==> src/rtl/reg_dump_reader.sv <==
// reg_dump_reader: read-side sequencer for the register file.
// After a start pulse it walks addresses 0..DEPTH-1. For each address it
// samples the combinational read data and streams the value out over a
// valid/ready handshake. It never writes the register file.
// Build option: define REG_DUMP_CHECKSUM_EN to append one extra word after
// the data words. That word carries the XOR of all data words, with addr 0
// and the last flag set.
module reg_dump_reader #(
  parameter int SIZE   = 4,
  parameter int DEPTH  = 8,
  parameter int ADDR_W = 3
) (
  input  logic              clk,
  input  logic              clr,
  input  logic              i_start,
  output logic              o_busy,
  output logic [ADDR_W-1:0] o_rd_addr,
  input  logic [SIZE-1:0]   i_rd_data,
  output logic              o_out_valid,
  input  logic              i_out_ready,
  output logic [SIZE-1:0]   o_out_data,
  output logic [ADDR_W-1:0] o_out_addr,
  output logic              o_out_last,
  output logic              o_done
);

  localparam logic [ADDR_W-1:0] LAST_ADDR = ADDR_W'(DEPTH - 1);

  // S_CSUM is only entered when the checksum word is built in.
  typedef enum logic [1:0] {
    S_IDLE  = 2'd0,
    S_FETCH = 2'd1,
    S_SEND  = 2'd2,
    S_CSUM  = 2'd3
  } state_t;

  state_t            r_state;
  logic [ADDR_W-1:0] r_rd_addr;
  logic [SIZE-1:0]   r_out_data;
  logic [ADDR_W-1:0] r_out_addr;
  logic              r_out_valid;
  logic              r_out_last;
  logic              r_busy;
  logic              r_done;
`ifdef REG_DUMP_CHECKSUM_EN
  logic [SIZE-1:0]   r_acc;
`endif

  logic w_handshake;
  logic w_at_last_addr;

  assign w_handshake    = r_out_valid && i_out_ready;
  assign w_at_last_addr = (r_rd_addr == LAST_ADDR);

  // Dump sequencer: address walk, output word register, busy/done flags.
  always_ff @(posedge clk or negedge clr) begin
    if (!clr) begin
      r_state     <= S_IDLE;
      r_rd_addr   <= '0;
      r_out_data  <= '0;
      r_out_addr  <= '0;
      r_out_valid <= 1'b0;
      r_out_last  <= 1'b0;
      r_busy      <= 1'b0;
      r_done      <= 1'b0;
`ifdef REG_DUMP_CHECKSUM_EN
      r_acc       <= '0;
`endif
    end else begin
      // done is a single-cycle pulse; it is raised only on the final handshake.
      r_done <= 1'b0;
      case (r_state)
        S_IDLE: begin
          if (i_start) begin
            r_rd_addr <= '0;
            r_busy    <= 1'b1;
            r_state   <= S_FETCH;
`ifdef REG_DUMP_CHECKSUM_EN
            r_acc     <= '0;
`endif
          end else begin
            r_state <= S_IDLE;
          end
        end
        S_FETCH: begin
          // The read mux had a full cycle to settle on r_rd_addr.
          r_out_data  <= i_rd_data;
          r_out_addr  <= r_rd_addr;
          r_out_valid <= 1'b1;
`ifdef REG_DUMP_CHECKSUM_EN
          r_out_last  <= 1'b0;
          r_acc       <= r_acc ^ i_rd_data;
`else
          r_out_last  <= w_at_last_addr;
`endif
          r_state     <= S_SEND;
        end
        S_SEND: begin
          if (w_handshake) begin
            r_out_valid <= 1'b0;
            if (r_out_last) begin
              r_done  <= 1'b1;
              r_busy  <= 1'b0;
              r_state <= S_IDLE;
`ifdef REG_DUMP_CHECKSUM_EN
            end else if (w_at_last_addr) begin
              // The data walk is finished, but the checksum word is still owed.
              r_state <= S_CSUM;
`endif
            end else begin
              r_rd_addr <= r_rd_addr + ADDR_W'(1);
              r_state   <= S_FETCH;
            end
          end else begin
            // Hold the word stable until the consumer takes it.
            r_state <= S_SEND;
          end
        end
`ifdef REG_DUMP_CHECKSUM_EN
        S_CSUM: begin
          r_out_data  <= r_acc;
          r_out_addr  <= '0;
          r_out_valid <= 1'b1;
          r_out_last  <= 1'b1;
          r_state     <= S_SEND;
        end
`endif
        default: begin
          r_state     <= S_IDLE;
          r_out_valid <= 1'b0;
          r_out_last  <= 1'b0;
          r_busy      <= 1'b0;
        end
      endcase
    end
  end

  assign o_busy      = r_busy;
  assign o_rd_addr   = r_rd_addr;
  assign o_out_valid = r_out_valid;
  assign o_out_data  = r_out_data;
  assign o_out_addr  = r_out_addr;
  assign o_out_last  = r_out_last;
  assign o_done      = r_done;

endmodule

==> config.mk <==
export PLATFORM = sky130hd
export DESIGN_NAME = reg_dump_reader
export DESIGN_NICKNAME = d
export VERILOG_FILES = /design/src/rtl/reg_dump_reader.sv
export SDC_FILE = /design/constraint.sdc
export NUM_CORES = 1
export LEC_CHECK = 0
export CAP_MARGIN = 20
export CORE_MARGIN = 5
export CORE_UTILIZATION = 39
export CTS_CLUSTER_DIAMETER = 120
export DETAILED_ROUTE_END_ITERATION = 10
export PLACE_DENSITY = 0.7
export SLEW_MARGIN = 25
export SYNTH_ARGS = -nofsm -noshare
export SYNTH_HDL_FRONTEND = slang
export SYNTH_SLANG_ARGS = --single-unit
==> constraint.sdc <==
create_clock -name clk -period 1.26 [get_ports clk]
set_input_delay 0.315 -clock clk [delete_from_list [all_inputs] [get_ports clk]]
set_output_delay 0.315 -clock clk [all_outputs]
set_load 0.05 [all_outputs]
# Word-level counts from Yosys, hierarchy flattened
# Index checks and enable logic that the tools add are counted.
# totals
register_bits,16
latchBits,0
ram_bits,0
rom_bits,0
in_bits,8
mem_count,0
# op_classes
n_addsub,1
mul,0
n_div,0
magnitude_cmp,0
eq_ne,7
shift,0
muxes,18
bitwise_logic,2
n_reduce_logical,7
# op_table
operator,count
1-bit two-way mux,9
3-bit two-way mux,3
"2-bit != test, second input constant",4
4-bit AND reduction,2
1-bit one-hot mux with 3 select lines,2
2-bit one-hot mux with 3 select lines,1
3-bit one-hot mux with 2 select lines,1
"3-bit by 1-bit adder with 3-bit output, second input constant",1
"3-bit == test, second input constant",1
"2-bit by 1-bit == test with 1-bit output, second input constant",1
"2-bit == test, second input constant",1
2-bit zero test,1
2-bit two-way mux,1
1-bit NOT,2
1-bit one-hot mux with 2 select lines,1
2-bit AND reduction,1
2-bit nonzero test,1
2-bit OR reduction,1
1-bit logical AND,1

# Longest topological paths before layout
# Gate-level depths: netlist of run 1.
# logic_depth
ltp_word,4
mapped_depth,4
depth_no_buf,4

# Worst setup path before layout of run 1
# Ideal clock, no wire load.
# synth_timing
path_kind,register -> register
start,reg r_rd_addr[0] (netlist: o_rd_addr[0])
end,reg r_rd_addr[2] (netlist: o_rd_addr[2])
t_arrival_ns,1.433
required_ns,1.134
path_slack_ns,-0.299
path_stages_with_launch,4
n_path_buf,0
synth_period_minus_slack_ns,1.559
cell_sequence,dfrtp_1 ha_1 ha_1 a221o_1
# synth_between
elab_chain_cells,4
# synth_lines
element,line,source
from (decl),38,logic [ADDR_W-1:0] r_rd_addr;
from (signal assigned),111,r_rd_addr <= r_rd_addr + ADDR_W'(1);
3-bit by 1-bit adder with 3-bit output,111,
3-bit two-way mux,101,if (r_out_last) begin
3-bit two-way mux,99,if (w_handshake) begin
3-bit one-hot mux with 2 select lines,72,case (r_state)
# No other way between the ends. The select of a mux whose other input is x is not followed.
# A chain may end at the register's enable or synchronous reset.

# Final worst setup path of run 1
# Ends and elaborated chain as after synthesis.

==> results.md, run 1 <==
* Status: complete, but fails checks
* Violated checks: setup timing
* Initial antenna violation count at 0
* First-pass GRT wire length at ~2800 um
* Fill cell count at 117
* H-tree levels at 1
* Critical-path cell list: buf_6 -> ha_4 -> ha_4 -> a221o_1
* Total power at ~3.5 mW
* Net count, final at between 100 and 150
* FF+latch count, synth at 16
* Pwr per Cell Area at about 2700 nW/um2
* # setup viols final at 5
* Area leader, netlist: dfrtp_1
* Area of the mapped netlist at between 700 and 800 um2
* Post-Syn Nets at 64
* Final Hold Viols at 0
* Max_cap viols at 0
* Fin crit period at 1290 ps
* # DRC at 0
* Crit path DAT at 1470 ps
* Place WS at -291 ps
* Vias at between 500 and 600
* Final setup skew at 10.1 ps
* Diodes inserted at 0
* Clock slew at reported path FFs at around 90 ps
* Initial Utilization at 0.408
* # port buffers at 21
* CP startpoint kind: register
* Layout area overhead at 79.6%
* Global route overflow at 0
* DR iter-0 viols at 13
* Die width at 52.5 um
* Hold bufs inserted after CTS at 0
* Most frequent cell on the critical path: ha_4
* Total track usage at 0.138
* Total Wirelength at between 1500 and 2000 um
* Clock buffer depth at 2
* Worst R2R Start: o_rd_addr[0]
* # clock sinks at 16
* Clk_lat worst skew at 280 ps
* Fmax at about 770 MHz
* Die Ht at ~53 um
* Placement Rows at 15
* R2R setup slack at -30 ps
* Maximum fanout along the worst path at 2
* Routed Antenna Nets at 0
* Least-Margin Pin Slew at 267 ps
* CP required at approximately 1400 ps
* Pin count of the biggest net entering global routing at 17
* Area contributors post-synth: dfrtp_1, mux2_2, ha_1
* Root buffer cell: clkbuf_4
* Vias/cell at ~5.0
* Vias in the first global route at between 500 and 600
* Detailed-router iteration count before antenna repair at 4
* Area occupied by multi-input gates at 305 um2
* Wire per inst at 14.5 um
* Synth top area share at 0.568
* Final worst-path cycle share at 1.03
* Avg Cell Area, Syn at about 13 um2
* Worst reg2reg path endpoint: o_rd_addr[2]
* Reg area at approximately 410 um2
* Max_slew headroom at 0.819
* Sequential element share of the synthesized area at 0.568
* Library cells used by synthesis at 21
* Total number of yosys warnings at 0
* Die ar. at around 2800 um2
* HP Class: primary input to asynchronous set/reset pin
* Core ar. at roughly 1700 um2
* Detailed Place HPWL at 1200 um
* Placer congestion estimate at 0.751
* Final worst slack at -34.9 ps
* Leakage at 0.574 nW
* Layout cells sized above 1 at 0.522
* Mapped Cells at 54
* Worst vdd ir at ~1.4 mV
* RSZ-0062 raised after global routing: true
* IO Pins at 22
* Setup CP Type: register to register
* CP max stage cell: dfrtp_2
* CTS tree: done
* Setup crit end kind: register
* TritonCTS Buffers at 3
* Reg2reg path depth at 4
* Slew Limit Fails at 0
* Crit-path max cell delay at around 430 ps
-- layout make-up --
class | count | share of cell area
Timing Repair Buffer | 34 | 0.382
Sequential cell | 16 | 0.322
Multi-Input combinational cell | 33 | 0.241
Tap cell | 25 | 0.0247
Clock buffer | 4 | 0.0208
Inverter | 3 | 0.00890
-- synth_stat cells --
master and number:
o211ai_1 1, nand2_1 1, o311ai_1 1, nand3b_1 1, a21oi_1 3, mux2_2 7, nand3_1 2, a221o_1 2
or2_1 1, inv_1 3, buf_4 1, o21a_1 1, ha_1 2, o21ai_0 3, nor2_4 1, nor2_1 2
dfrtp_1 16, o211a_1 2, nand2b_1 2, buf_2 1, nand4b_4 1
-- cell usage in the layout, fill, tap and decap left out, drive strengths merged, types with 2 or more instances in the layout --
cell type,netlist,final
o21ai,3,3
o211a,2,2
nor2,3,3
clkdlybuf4s50,0,7
nand3,2,2
mux2,7,7
clkbuf,0,4
ha,2,2
a21oi,3,3
inv,3,3
dfrtp,16,16
buf,2,27
a221o,2,2
nand2b,2,2
-- per-stage QoR --
| stage | cell area, um2 | hold slack, ps | utilization | setup TNS (ps) | std cells |
|---|---|---|---|---|---|
| 3_3_place_gp | 1170 | 557 | 0.678 | -821 | 105 |
| 2_1_floorplan | 736 | 19.4 | - | -66.7 | 54 |
| 3_5_place_dp | 1170 | 563 | 0.678 | -1040 | 105 |
| 5_1_grt | 1260 | 350 | 0.733 | -407 | 115 |
| 4_1_cts | 1260 | 345 | 0.728 | -119 | 115 |
| 6_report | 1260 | 341 | 0.733 | -122 | 115 |
-- repair_timing --
action                                  CTS  global route
endpoints found under the hold margin     0             0
pin swaps                                 0             1
setup buffers                             6             0
endpoints found under the setup margin    8            14
gates resized for setup                   5             2
-- flip-flops by register name, indices dropped and copies added (netlist names) --
name,flops
r_state,2
o_out_addr,3
o_busy,1
o_rd_addr,3
o_out_valid,1
o_out_data,4
o_done,1
o_out_last,1
-- worst max path at each step --
stage / end / slack (ps) / startpoint / cells past startpoint
after floorplan: o_rd_addr[2] / -70 / o_rd_addr[0] / 3
after global placement: o_rd_addr[1] / -240 / i_out_ready / 4
after detailed placement: o_rd_addr[1] / -290 / i_out_ready / 4
after CTS: o_rd_addr[0] / -40 / o_rd_addr[0] / 2
after global routing: o_rd_addr[0] / -70 / o_rd_addr[0] / 2
final: o_rd_addr[2] / -30 / o_rd_addr[0] / 4
-- per-layer routing --
metal / up-vias / wire (um) / track usage
met2: 14 / 873 / 0.246
li1: 268 / - / -
met4: 0 / 22 / 0.0809
met3: 2 / 47 / 0.0142
met5: - / 0 / 0
met1: 286 / 725 / 0.158
-- power by group --
| group | leakage, nW | switching, mW | internal, mW |
|---|---|---|---|
| registers | 0.195 | 0.268 | 0.732 |
| logic | 0.364 | 1.04 | 1.15 |
| clock network | 0.0150 | 0.150 | 0.123 |
-- cell families (layout without fill, tap and decap cells) --
kind of cell / count (synthesis) / count (layout) / share of synthesized area
buffers and inverters: 5 / 41 / 0.0337
AOI/OAI and AO/OA: 13 / 13 / 0.133
muxes: 7 / 7 / 0.112
adders and majority gates: 2 / 2 / 0.0355
DFF: 16 / 16 / 0.568
and+or+nand+nor: 11 / 11 / 0.117
-- critical path, delay by kind of cell, from the launching register on --
| kind | cells | cell delay, ps |
|---|---|---|
| compound gates | 1 | 280 |
| flops | 1 | 430 |
| buf+inv | 1 | 120 |
| fa+ha+maj | 2 | 350 |
Note: power is estimated with default switching activity, not from simulation.
==> inputs of run 2 (changes only) <==
--- a/config.mk
+++ b/config.mk
@@ -7,10 +7,10 @@
 export LEC_CHECK = 0
 export CAP_MARGIN = 20
 export CORE_MARGIN = 5
-export CORE_UTILIZATION = 39
+export CORE_UTILIZATION = 44
 export CTS_CLUSTER_DIAMETER = 120
 export DETAILED_ROUTE_END_ITERATION = 10
-export PLACE_DENSITY = 0.7
+export PLACE_DENSITY = 0.74
 export SLEW_MARGIN = 25
 export SYNTH_ARGS = -nofsm -noshare
 export SYNTH_HDL_FRONTEND = slang
==> constraint.sdc (replaced) <==
create_clock -name clk -period 1.21 [get_ports clk]
set_input_delay 0.3025 -clock clk [delete_from_list [all_inputs] [get_ports clk]]
set_output_delay 0.3025 -clock clk [all_outputs]
set_load 0.05 [all_outputs]
==> results.md, run 2 (synthesis results as in run 1) <==
* Vias in the first global route at 676 (was 592)
* Setup crit end kind: primary output (was register)
* Final std cells w/o fill at 115 (unchanged)
* Reg area at 408 um2 (unchanged)
* Pwr per Cell Area at 2960 nW/um2 (was 2740 nW/um2)
* Max_cap viols at 0 (unchanged)
* Detailed Place HPWL at 1260 um (was 1200 um)
* Net count, final at 110 (was 101)
* Total Wirelength at 2090 um (was 1670 um)
* Die ar. at 2500 um2 (was 2760 um2)
* Wire per inst at 18.2 um (was 14.5 um)
* Clock buffer depth at 2 (unchanged)
* CP startpoint kind: register (unchanged)
* Crit path DAT at 1010 ps (was 1470 ps)
* Vias/cell at 5.44 (was 4.96)
* TritonCTS Buffers at 3 (unchanged)
* Placer congestion estimate at 0.807 (was 0.751)
* Final setup skew at 2.57 ps (was 10.1 ps)
* RSZ-0062 raised after global routing: true (unchanged)
* # clock sinks at 16 (unchanged)
* Layout cells sized above 1 at 0.586 (was 0.522)
* Routed Antenna Nets at 0 (unchanged)
* Placement Rows at 14 (was 15)
* Core ar. at 1510 um2 (was 1730 um2)
* HP Class: primary input to asynchronous set/reset pin (unchanged)
* Commonest non-fill, non-tap cell in the layout: buf_12 (unchanged)
* Hold bufs inserted after CTS at 0 (unchanged)
* Clk_lat worst skew at 300 ps (was 280 ps)
* Status: complete, but fails checks (unchanged)
* Clock slew at reported path FFs at 90 ps (about the same)
* Initial Utilization at 0.468 (was 0.408)
* IO Pins at 22 (unchanged)
* Root buffer cell: clkbuf_4 (unchanged)
* Global route overflow at 0 (unchanged)
* Diodes inserted at 0 (unchanged)
* # port buffers at 21 (unchanged)
* Violated checks: setup timing (unchanged)
* Final worst-path cycle share at 1.09
* Max_slew headroom at 0.837 (was 0.819)
* Fin crit period at 1310 ps
* Setup CP Type: register to primary output (was register to register)
* Leakage at 0.644 nW (was 0.574 nW)
* Final worst slack at -104 ps (was -34.9 ps)
* Slew Limit Fails at 0 (unchanged)
* Placed Cells at 96 (was 105)
* WHS at 310 ps (was 341 ps)
* Commonest non-fill, non-tap cells in the layout: buf_12, buf_4, dfrtp_1 (was buf_12, dfrtp_1, mux2_2, clkdlybuf4s50_1)
* Maximum fanout along the worst path at 2 (unchanged)
* Fmax at between 700 and 800 MHz
* First-pass GRT wire length at 3460 um (was 2770 um)
* Fill cell count at 57 (was 117)
* Total track usage at 0.186 (was 0.138)
* Vias at 626 (was 570)
* Total power at 4.05 mW (was 3.46 mW)
* Least-Margin Pin Slew at 244 ps (was 267 ps)
* CTS tree: done (unchanged)
* CP required at 910 ps (was 1430 ps)
* H-tree levels at 1 (unchanged)
* Area occupied by multi-input gates at 339 um2 (was 305 um2)
* DR iter-0 viols at 20 (was 13)
* Die Ht at 50.0 um (was 52.5 um)
* Worst vdd ir at 2.17 mV (was 1.43 mV)
* Pin count of the biggest net entering global routing at 17 (unchanged)
* # setup viols final at 11 (was 5)
* Initial antenna violation count at 0 (unchanged)
* Placed instance area at 1150 um2 (was 1170 um2)
* Detailed-router iteration count before antenna repair at 4 (unchanged)
* Final instance area at 1370 um2 (was 1260 um2)
* Die width at 50.0 um (was 52.5 um)
* # DRC at 0 (unchanged)
* Number of flip-flops under the largest register name at 4 (unchanged)
* Final Hold Viols at 0 (unchanged)
* Layout area overhead at 94.1% (was 79.6%)
[run 2: cell count changes in the layout (fill, tap and decap cells not counted), sizes merged]
cell / delta
dlygate4sd2: +1
buf: +9
clkdlybuf4s50: -1
[run 2: final timing paths]
check | start | to | slack (ps) | cells past startpoint
setup / recovery | o_rd_addr[1] | o_rd_addr[1] | -100 | 2
min in group clk | i_out_ready | r_state[0] | 580 | 3
setup reg to reg | o_rd_addr[0] | o_rd_addr[2] | -90 | 4
max in group asynchronous | clr | o_rd_addr[1] | 710 | 2
hold reg to reg | o_out_data[2] | o_out_data[2] | 590 | 1
hold / removal | clr | o_out_valid | 310 | 2
[run 2: metrics by stage]
stage	setup slack, ps	setup TNS (ps)	util
floorplan	-117	-146	-
global placement	-269	-1410	0.761
detailed placement	-336	-1890	0.761
CTS	-99.3	-397	0.855
global route	-144	-1060	0.908
finish	-104	-481	0.908
[run 2: where the power goes]
| group | internal (mW) | leakage [nW] | switching [mW] |
|---|---|---|---|
| Combinational | 1.45 | 0.428 | 1.19 |
| Clock | 0.184 | 0.0210 | 0.177 |
| Sequential | 0.761 | 0.195 | 0.289 |
| Total | 2.39 | 0.644 | 1.66 |
[run 2: routing by layer]
layer | up-vias | wire length (um) | GRT usage | part of all wire
met3 | 5 | 118 | 0.0602 | 0.056
met4 | 0 | 27 | 0.0742 | 0.013
met2 | 18 | 1090 | 0.301 | 0.52
li1 | 288 | - | - | -
met5 | - | 0 | 0 | 0
met1 | 315 | 854 | 0.225 | 0.41
[run 2: final cells by class]
type | count | share of cell area
tap | 16 | 0.0146
inverter | 3 | 0.00823
multi-input combinational | 33 | 0.248
clock buffer | 4 | 0.0265
timing repair buffer | 43 | 0.404
sequential | 16 | 0.298
[run 2: worst max-delay path: stages, from the launching register on]
cell and delay (ps):
dfrtp_2 440, buf_6 130, buf_12 140
[run 2: repair_timing]
action,CTS,global route
setup buffers,9,6
endpoints found under the setup margin,15,21
gates resized for setup,9,8
hold endpoints to repair,0,0
pin swaps,1,2
